==> config.mk <==
export PLATFORM = sky130hd
export DESIGN_NAME = vx_fetch_sched_flat
export DESIGN_NICKNAME = d
export VERILOG_FILES = /design/src/rtl/vx_fetch_sched_pkg.sv /design/src/rtl/vx_fetch_sched_if.sv /design/src/rtl/vx_rr_picker.sv /design/src/rtl/vx_fetch_sched.sv /design/src/flat_wrapper.sv
export SDC_FILE = /design/constraint.sdc
export NUM_CORES = 1
export LEC_CHECK = 0
export ABC_CLOCK_PERIOD_IN_PS = 2500
export BUFFER_PORTS_ARGS = -buffer_cell sky130_fd_sc_hd__buf_2
export CORE_MARGIN = 2
export CORE_UTILIZATION = 30
export CTS_CLUSTER_DIAMETER = 120
export DETAILED_ROUTE_END_ITERATION = 12
export PLACE_DENSITY_LB_ADDON = 0.1
export SYNTH_ARGS = -nofsm -noshare
export SYNTH_HDL_FRONTEND = slang
export SYNTH_SLANG_ARGS = --single-unit
==> constraint.sdc <==
create_clock -name clk -period 2.5 [get_ports clk]
set_input_delay 0.125 -clock clk [delete_from_list [all_inputs] [get_ports clk]]
set_output_delay 0.125 -clock clk [all_outputs]
set_load 0.005 [all_outputs]
==> src/rtl/vx_fetch_sched_pkg.sv <==
// Shared types, default sizing and helpers for the warp fetch scheduler.
package vx_fetch_sched_pkg;

   localparam int DEF_NUM_WARPS   = 4;
   localparam int DEF_ISSUE_WIDTH = 1;
   localparam int DEF_IBUF_DEPTH  = 4;

   typedef enum logic [0:0] {
      IDLE  = 1'b0,
      OFFER = 1'b1
   } state_e;

   function automatic int credit_width(input int depth);
      return $clog2(depth + 1);
   endfunction

   localparam int CREDIT_W = credit_width(DEF_IBUF_DEPTH);

   // Issue widths are powers of two, so the modulo is a plain mask of the low bits.
   function automatic int slot_of(input int wid, input int issue_width);
      return wid % issue_width;
   endfunction

endpackage

==> src/rtl/vx_fetch_sched_if.sv <==
// Scheduler <-> fetch unit handshake: schedule offer, fetch response and ibuf pops.
interface vx_fetch_sched_if
   import vx_fetch_sched_pkg::*;
#(
   parameter int NUM_WARPS   = DEF_NUM_WARPS,
   parameter int ISSUE_WIDTH = DEF_ISSUE_WIDTH
);
   localparam int NW_WIDTH = $clog2(NUM_WARPS);

   logic                   sched_valid;
   logic [NW_WIDTH-1:0]    sched_wid;
   logic                   sched_ready;
   logic                   rsp_valid;
   logic [NW_WIDTH-1:0]    rsp_wid;
   logic [ISSUE_WIDTH-1:0] ibuf_pop;

   modport master (
      output sched_valid, sched_wid,
      input  sched_ready, rsp_valid, rsp_wid, ibuf_pop
   );

   modport slave (
      input  sched_valid, sched_wid,
      output sched_ready, rsp_valid, rsp_wid, ibuf_pop
   );
endinterface

==> src/rtl/vx_rr_picker.sv <==
// Combinational round-robin find-first: lowest index at or after ptr, wrapping.
module vx_rr_picker #(
   parameter int N = 4,
   parameter int W = $clog2(N)
) (
   input  logic [N-1:0] req,
   input  logic [W-1:0] ptr,
   output logic         valid,
   output logic [W-1:0] idx
);

   // Scan from the farthest candidate back towards ptr so the nearest hit wins.
   always_comb begin
      idx   = '0;
      valid = |req;
      for (int i = N - 1; i >= 0; i--) begin
         idx = req[ptr + W'(i)] ? (ptr + W'(i)) : idx;
      end
   end

endmodule

==> src/rtl/vx_fetch_sched.sv <==
// Warp fetch scheduler: round-robin pick of eligible warps under per-slot ibuf credits,
// at most one outstanding fetch per warp, zero-bubble back-to-back offers.
module vx_fetch_sched
   import vx_fetch_sched_pkg::*;
#(
   parameter int NUM_WARPS   = DEF_NUM_WARPS,
   parameter int ISSUE_WIDTH = DEF_ISSUE_WIDTH,
   parameter int IBUF_DEPTH  = DEF_IBUF_DEPTH,
   parameter int NW_WIDTH    = $clog2(NUM_WARPS),
   localparam int CNT_W      = credit_width(IBUF_DEPTH)
) (
   input  logic                         clk,
   input  logic                         reset_n,
   input  logic [NUM_WARPS-1:0]         warp_active,
   input  logic [NUM_WARPS-1:0]         warp_stall,
   vx_fetch_sched_if.master             fif,
   output logic [ISSUE_WIDTH*CNT_W-1:0] credit_cnt,
   output logic                         busy
);

   localparam logic [CNT_W-1:0] CREDIT_MAX = CNT_W'(IBUF_DEPTH);

   state_e                 state_r;
   state_e                 state_nxt_s;
   logic                   valid_r;
   logic                   valid_nxt_s;
   logic [NW_WIDTH-1:0]    wid_r;
   logic [NW_WIDTH-1:0]    wid_nxt_s;
   logic [NW_WIDTH-1:0]    rr_ptr_r;
   logic [NW_WIDTH-1:0]    ptr_eff_s;
   logic [NUM_WARPS-1:0]   pending_r;
   logic [NUM_WARPS-1:0]   pending_nxt_s;
   logic [NUM_WARPS-1:0]   pend_eff_s;
   logic [NUM_WARPS-1:0]   accept_oh_s;
   logic [NUM_WARPS-1:0]   rsp_oh_s;
   logic [NUM_WARPS-1:0]   elig_s;
   logic [ISSUE_WIDTH-1:0] acc_s;
   logic [CNT_W-1:0]       credit_r     [ISSUE_WIDTH];
   logic [CNT_W-1:0]       credit_eff_s [ISSUE_WIDTH];
   logic [CNT_W-1:0]       credit_nxt_s [ISSUE_WIDTH];
   logic [CNT_W:0]         sum_s        [ISSUE_WIDTH];
   logic                   hs_s;
   logic                   pick_valid_s;
   logic [NW_WIDTH-1:0]    pick_idx_s;

   assign hs_s            = valid_r & fif.sched_ready;
   assign fif.sched_valid = valid_r;
   assign fif.sched_wid   = wid_r;
   assign busy            = (|pending_r) | valid_r;

   // One-hot views of this cycle's accept and response.
   always_comb begin
      accept_oh_s            = '0;
      rsp_oh_s               = '0;
      accept_oh_s[wid_r]     = hs_s;
      rsp_oh_s[fif.rsp_wid]  = fif.rsp_valid;
      acc_s                  = '0;
      for (int s = 0; s < ISSUE_WIDTH; s++) begin
         acc_s[s] = hs_s & (slot_of(int'(wid_r), ISSUE_WIDTH) == s);
      end
   end

   // Credit after this cycle's accept (used for the same-cycle pick) and after pops.
   always_comb begin
      for (int s = 0; s < ISSUE_WIDTH; s++) begin
         credit_eff_s[s] = credit_r[s] - CNT_W'(acc_s[s]);
         sum_s[s]        = {1'b0, credit_eff_s[s]} + (CNT_W+1)'(fif.ibuf_pop[s]);
         credit_nxt_s[s] = (sum_s[s] > {1'b0, CREDIT_MAX}) ? CREDIT_MAX : sum_s[s][CNT_W-1:0];
      end
   end

   // Response clears before accept sets, so a coincident pair leaves the warp pending.
   always_comb begin
      pending_nxt_s = (pending_r & ~rsp_oh_s) | accept_oh_s;
      pend_eff_s    = pending_r | accept_oh_s;
      ptr_eff_s     = hs_s ? (wid_r + NW_WIDTH'(1)) : rr_ptr_r;
      elig_s        = '0;
      for (int w = 0; w < NUM_WARPS; w++) begin
         elig_s[w] = warp_active[w] & ~warp_stall[w] & ~pend_eff_s[w] &
                     (credit_eff_s[slot_of(w, ISSUE_WIDTH)] != '0);
      end
   end

   vx_rr_picker #(
      .N (NUM_WARPS),
      .W (NW_WIDTH)
   ) u_picker (
      .req   (elig_s),
      .ptr   (ptr_eff_s),
      .valid (pick_valid_s),
      .idx   (pick_idx_s)
   );

   // Offer FSM: an offer is held until accepted, then immediately replaced if possible.
   always_comb begin
      state_nxt_s = state_r;
      valid_nxt_s = valid_r;
      wid_nxt_s   = wid_r;
      case (state_r)
         IDLE: begin
            if (pick_valid_s) begin
               state_nxt_s = OFFER;
               valid_nxt_s = 1'b1;
               wid_nxt_s   = pick_idx_s;
            end else begin
               state_nxt_s = IDLE;
               valid_nxt_s = 1'b0;
            end
         end
         OFFER: begin
            if (hs_s && pick_valid_s) begin
               state_nxt_s = OFFER;
               valid_nxt_s = 1'b1;
               wid_nxt_s   = pick_idx_s;
            end else if (hs_s) begin
               state_nxt_s = IDLE;
               valid_nxt_s = 1'b0;
            end else begin
               state_nxt_s = OFFER;
               valid_nxt_s = 1'b1;
            end
         end
         default: begin
            state_nxt_s = IDLE;
            valid_nxt_s = 1'b0;
            wid_nxt_s   = '0;
         end
      endcase
   end

   // State, offer, pending, round-robin pointer and credit registers.
   always_ff @(posedge clk or negedge reset_n) begin
      if (!reset_n) begin
         state_r   <= IDLE;
         valid_r   <= 1'b0;
         wid_r     <= '0;
         rr_ptr_r  <= '0;
         pending_r <= '0;
         for (int s = 0; s < ISSUE_WIDTH; s++) begin
            credit_r[s] <= CREDIT_MAX;
         end
      end else begin
         state_r   <= state_nxt_s;
         valid_r   <= valid_nxt_s;
         wid_r     <= wid_nxt_s;
         rr_ptr_r  <= ptr_eff_s;
         pending_r <= pending_nxt_s;
         for (int s = 0; s < ISSUE_WIDTH; s++) begin
            credit_r[s] <= credit_nxt_s[s];
         end
      end
   end

   // Flatten the credit registers onto the debug port.
   always_comb begin
      credit_cnt = '0;
      for (int s = 0; s < ISSUE_WIDTH; s++) begin
         credit_cnt[s*CNT_W +: CNT_W] = credit_r[s];
      end
   end

endmodule

==> src/flat_wrapper.sv <==
// flat-port wrapper written by rule: the top's interface ports become plain ports
module vx_fetch_sched_flat import vx_fetch_sched_pkg::*;
#(
   parameter int NUM_WARPS   = DEF_NUM_WARPS,
   parameter int ISSUE_WIDTH = DEF_ISSUE_WIDTH,
   parameter int IBUF_DEPTH  = DEF_IBUF_DEPTH,
   parameter int NW_WIDTH    = $clog2(NUM_WARPS),
   localparam int CNT_W      = credit_width(IBUF_DEPTH)
)
  (clk, reset_n, warp_active, warp_stall, credit_cnt, busy, fif_sched_valid, fif_sched_wid, fif_sched_ready, fif_rsp_valid, fif_rsp_wid, fif_ibuf_pop);
  vx_fetch_sched_if #(.NUM_WARPS(NUM_WARPS), .ISSUE_WIDTH(ISSUE_WIDTH)) fif_i ();
  input  logic clk;
  input  logic reset_n;
  input  logic [NUM_WARPS-1:0] warp_active;
  input  logic [NUM_WARPS-1:0] warp_stall;
  output logic [ISSUE_WIDTH*CNT_W-1:0] credit_cnt;
  output logic busy;
  output wire logic [$bits(fif_i.sched_valid)-1:0] fif_sched_valid;
  output wire logic [$bits(fif_i.sched_wid)-1:0] fif_sched_wid;
  input wire logic [$bits(fif_i.sched_ready)-1:0] fif_sched_ready;
  input wire logic [$bits(fif_i.rsp_valid)-1:0] fif_rsp_valid;
  input wire logic [$bits(fif_i.rsp_wid)-1:0] fif_rsp_wid;
  input wire logic [$bits(fif_i.ibuf_pop)-1:0] fif_ibuf_pop;
  assign fif_sched_valid = fif_i.sched_valid;
  assign fif_sched_wid = fif_i.sched_wid;
  assign fif_i.sched_ready = fif_sched_ready;
  assign fif_i.rsp_valid = fif_rsp_valid;
  assign fif_i.rsp_wid = fif_rsp_wid;
  assign fif_i.ibuf_pop = fif_ibuf_pop;
  vx_fetch_sched #(.NUM_WARPS(NUM_WARPS), .ISSUE_WIDTH(ISSUE_WIDTH), .IBUF_DEPTH(IBUF_DEPTH), .NW_WIDTH(NW_WIDTH)) u_core (.clk(clk), .reset_n(reset_n), .warp_active(warp_active), .warp_stall(warp_stall), .fif(fif_i), .credit_cnt(credit_cnt), .busy(busy));
endmodule
* Word level (Yosys, flattened, before mapping)
Index checks and enable logic that the tools add are counted.
Operators by class: reduce and logical (&&, ||, !) cells 7, $lt $le $gt $ge 9, bitwise operators 29, mux-type cells 25, equality and inequality tests 2, $add $sub $neg 6
Operators with widths (number):
- 2-bit by 3-bit < comparator with 1-bit output, second input constant | 6
- 2-bit two-way mux | 7
- 1-bit bitwise AND | 13
- 4-bit bitwise AND | 3
- 1-bit two-way mux | 9
- 1-bit NOT | 9
- 1-bit binary-select mux with 2-bit select | 4
- 4-bit OR | 2
- 4-bit OR reduction | 2
- 2-bit by 1-bit adder with 2-bit output, second input constant | 2
- 2-bit adder, second input constant | 2
- 3-bit by 1-bit adder with 4-bit output | 1
- 1-bit demux with 2-bit select | 2
- 2-bit by 1-bit greater-or-equal comparator with 1-bit output, second input constant | 2
- 4-bit by 3-bit > comparator with 1-bit output, second input constant | 1
- 4-bit NOT | 1
- 2-bit one-hot mux with 2 select lines | 1
- 1-bit logical AND | 3
- 3-bit two-way mux | 1
- 3-bit nonzero test | 1
- 3-bit by 1-bit subtractor with 3-bit output | 1
- 2-bit by 1-bit != test with 1-bit output, second input constant | 1
- 2-bit != test, second input constant | 1
- 1-bit one-hot mux with 2 select lines | 1
- other kinds (2) | 2
Word-level totals: word-level logic and storage cells 83, input bits 15, bits in registers 12

* Depth between registers and ports, before layout
depth in word-level cells 17, depth in mapped cells 10

* Cells and area by module
From an unflattened synthesis, not the netlist that was laid out.
Unflattened totals: cells, all modules 86, area, all modules 817.0 sq um
Modules (own cells, without submodules):
- vx_fetch_sched | cells an instance 71, area an instance 735.7 sq um, instances 1
- vx_rr_picker | cells an instance 15, area an instance 81.3 sq um, instances 1

* Worst setup path before layout
Ideal clock, no wire load.
path type reg2reg, start register u_core.wid_r[0] (netlist: u_core.fif.sched_wid[0]), end register u_core.wid_r[0] (netlist: u_core.fif.sched_wid[0]), stages on the path, launching flop included 10, library setup time 0.124 ns, setup slack 0.469 ns, data arrival time 1.907 ns, data required time 2.376 ns, path through dfrtp_1 inv_1 ha_1 and3_1 a21oi_2 inv_1 o32ai_2 o31ai_1 a2bb2oi_1 o21ai_1
On the way: elaborated cells between the ends (all ways) 44, those cells by class 4 x add/sub; 2 x order compare; 2 x eq/ne; 18 x mux; 14 x bitwise; 4 x reduce/logical
RTL lines:
- start: declaration | RTL line vx_fetch_sched.sv:27 | logic [NW_WIDTH-1:0] wid_r;
- start signal: assignment | RTL line vx_fetch_sched.sv:145 | wid_r <= wid_nxt_s;
- 2-bit by 1-bit adder with 2-bit output * | RTL line vx_fetch_sched.sv:76 | ptr_eff_s = hs_s ? (wid_r + NW_WIDTH'(1)) : rr_ptr_r;
- 2-bit two-way mux * | RTL line vx_fetch_sched.sv:76
- named net u_core.ptr_eff_s[1] | RTL line vx_fetch_sched.sv:30 | logic [NW_WIDTH-1:0] ptr_eff_s;
- 2-bit adder | RTL line vx_rr_picker.sv:17 | idx = req[ptr + W'(i)] ? (ptr + W'(i)) : idx;
- 1-bit binary-select mux with 2-bit select | RTL line vx_rr_picker.sv:17
- 1-bit two-way mux (implied by the code) | RTL line vx_rr_picker.sv:17
- 2-bit two-way mux (3 in series) | RTL line vx_rr_picker.sv:17
- 2-bit two-way mux * | RTL line vx_rr_picker.sv:17
- 2-bit two-way mux (on tied branches) | RTL line vx_fetch_sched.sv:111, vx_fetch_sched.sv:101
- 2-bit one-hot mux with 2 select lines * | RTL line vx_fetch_sched.sv:99 | case (state_r)
The timed path passes the listed nets; every way through them passes the cells marked *. The select of a mux whose other input is x is not followed. A chain may end at the register's enable or synchronous reset.

* Worst setup path after layout
Same ends and word-level chain as after synthesis.

==> impl_metrics.tcl <==
set metrics [dict create \
    clk_latency_ps 290 \
    synthMuxAreaShare 0.0469 \
    grt_pass1_wl_mm 3.77 \
    routabilityCongestion 0.835 \
    post_cts_resized 0 \
    die_w_microns 59.8 \
    die_height_microns 59.8 \
    antenna_left 0 \
    setup_tns_ps 0 \
    rsz0062_at_grt "no" \
    cts_tree "done" \
    crit_fanout 8 \
    grt_pass1_vias 844 \
    hold_viol 0 \
    portBuffers 21 \
    numCtsBuffers 3 \
    io_pins 22 \
    crit_type "flop to flop" \
    fin_worst_skew_ps 4.51 \
    tightest_slew_ps 320 \
    grt_max_degree 13 \
    endpoint_kind "flop" \
    synth-seq-cells 12 \
    powerDensity_nw_per_um2 1100 \
    finalNonFillerCells 165 \
    power.leakage_uw 0.000539 \
    final_common_cell "buf_2" \
    cp_cell_sequence "inv_1, ha_1, and3_1, a21oi_2, inv_1, o32ai_2, o31ai_1, a2bb2oi_1, o21ai_1" \
    num_vias 866 \
    nets 156 \
    critPathSlowestCell "dfrtp_1" \
    synth_top_family_by_area "simple AND/OR/NAND/NOR gates" \
    dieArea_sq_um 3570 \
    rr_worst_depth 9 \
    final_cell_mix "21 x buf_2, 12 x nand2_1, 11 x dfrtp_1" \
    slew_headroom 0.782 \
    netlist_area_sq_um 933 \
    drv_cap 0 \
    ys_async_sr_fraction 1.00 \
    htreeDepth 1 \
    drive_above_1_share 0.280 \
    grt_usage 0.141 \
    first_pass_iters 4 \
    wl_mm 2.22 \
    finalPower_uw 1210 \
    cp_common_cell "inv_1" \
    synth-compound-area-share 0.160 \
    syn_to_final_growth_pct 18.0 \
    synth_xor_area_frac 0.00938 \
    hp-class "primary input to flop" \
    cp.arrival_ps 2440 \
    antenna_found_initial 0 \
    synth_edf_count 0 \
    fin_crit_ps 2260 \
    drt_iter0_drc 24 \
    cts_setup_buffers 0 \
    setup_viol 0 \
    n_antenna_cell 0 \
    overflow 0 \
    num_rows 20 \
    place_inst 160 \
    yosys.area_share.adder 0.107 \
    clock_sinks 12 \
    drc 0 \
    status "finished clean" \
    clockRootBuffer "clkbuf_4" \
    clk_path_buf_depth 2 \
    coreArea_sq_um 3000 \
    syn_avg_cell_area_sq_um 8.72 \
    synthTopCellsByArea "dfrtp_1 29%, ha_1 11%, nand3_1 5.4%" \
    synth_cell_types 38 \
    multiInputGateArea_sq_um 562 \
    synth_top_area_cell "dfrtp_1" \
    slowest_delay_ps 470 \
    required_ps 2680 \
    dp_hpwl_mm 1.82 \
    ff_latch_area_sq_um 302 \
    ys_seq_area_frac 0.323 \
    yosys_warnings 0 \
    synthCells 107 \
    syn_nets 130 \
    peakVddDrop_mv 0.407 \
    max_freq_mhz 442 \
    holdPathStages 3 \
    fillers 325 \
    synth_top_area_frac 0.295 \
    via_per_inst 5.25 \
    finalCritPeriodShare 0.906 \
    path_clk_slew_ps 80 \
    cp-start-kind "flop" \
    start_util 0.311 \
    wire_per_inst_microns 13.5 \
    final_max_slew_viol_count 0 \
    synthSimpleGateAreaFrac 0.279 \
    synth_ff_type "dfrtp_1" \
]
timing repair:
item / CTS / global route
endpoints found under the hold margin: 12 / 0
endpoints found under the setup margin: 0 / 0
hold buffers: 1 / 0
Yosys cell counts, types with 2 or more instances:
library cell  count
or3_1             2
o21ai_0           7
ha_1              8
nand3_1          10
and3_1            3
o21ai_1           2
nand2_1          12
nor2_1            7
o211ai_1          2
dfrtp_1          11
and2_1            2
buf_6             2
nand4_1           2
a31oi_1           3
inv_1            10
nor3_1            2
routing by layer:
| layer | part of all wire | vias to the layer above | GRT usage | wire length, microns |
|---|---|---|---|---|
| met5 | 0 | - | 0 | 0 |
| met4 | 0.0095 | 0 | 0.0476 | 21 |
| met3 | 0.077 | 3 | 0.0216 | 170 |
| met2 | 0.47 | 48 | 0.234 | 1040 |
| met1 | 0.45 | 385 | 0.186 | 988 |
| li1 | - | 430 | - | - |
worst paths after layout:
kind	slack [ps]	from	end
max	240	u_core.fif.sched_wid[0]	u_core.fif.sched_wid[0]
min in group asynchronous	250	reset_n	u_core.rr_ptr_r[0]
min	110	fif_rsp_wid[0]	u_core.pending_r[0]
max in group asynchronous	1970	reset_n	u_core.credit_cnt[2]
min reg2reg	540	u_core.pending_r[2]	u_core.pending_r[2]
max reg2reg	240	u_core.fif.sched_wid[0]	u_core.fif.sched_wid[0]
final cells by class:
cell class	count	share of cell area
tap	33	0.0375
clock buffer	4	0.0239
inverter	12	0.0432
multi-input combinational	81	0.510
sequential	12	0.274
timing repair buffer	23	0.111
worst max-delay path: cells and delay by family (launching register included):
kind,cells,cell delay [ps]
adder cells (fa/ha/maj),1,350
flip-flops,1,470
buffers and inverters,2,290
AO/OA/AOI/OAI,5,840
AND/OR/NAND/NOR,1,200
sequential cells by signal, summed over array words and instances, names as in the netlist:
signal,cells
u_core.pending_r,4
u_core.credit_cnt,3
u_core.fif.sched_wid,2
u_core.rr_ptr_r,2
u_core.state_r,1
stage by stage:
stage | hold slack [ps] | utilization | setup WS [ps] | cell area, sq um
after floorplan | -171 | - | 469 | 933
after global placement | 35.1 | 0.355 | 367 | 1060
after detailed placement | 24.8 | 0.355 | 281 | 1060
after CTS | 111 | 0.367 | 258 | 1100
after global routing | 144 | 0.367 | 40.1 | 1100
final | 109 | 0.367 | 236 | 1100
kinds of logic (layout without fill, tap and decap cells):
logic type | Yosys count | after routing
xor+xnor | 1 | 1
fa+ha+maj | 8 | 8
simple gates | 47 | 47
flops | 12 | 12
buf+inv | 14 | 39
mux | 3 | 3
compound gates | 22 | 22
where the power goes:
group | switching [uW] | internal [uW] | leakage [uW] | total (uW)
combinational | 407 | 296 | 0.000380 | 703
clock | 74.2 | 62.1 | 0.0000150 | 136
sequential | 80.8 | 291 | 0.000144 | 372
total | 562 | 649 | 0.000539 | 1210
Note: power is estimated with default switching activity, not from simulation.
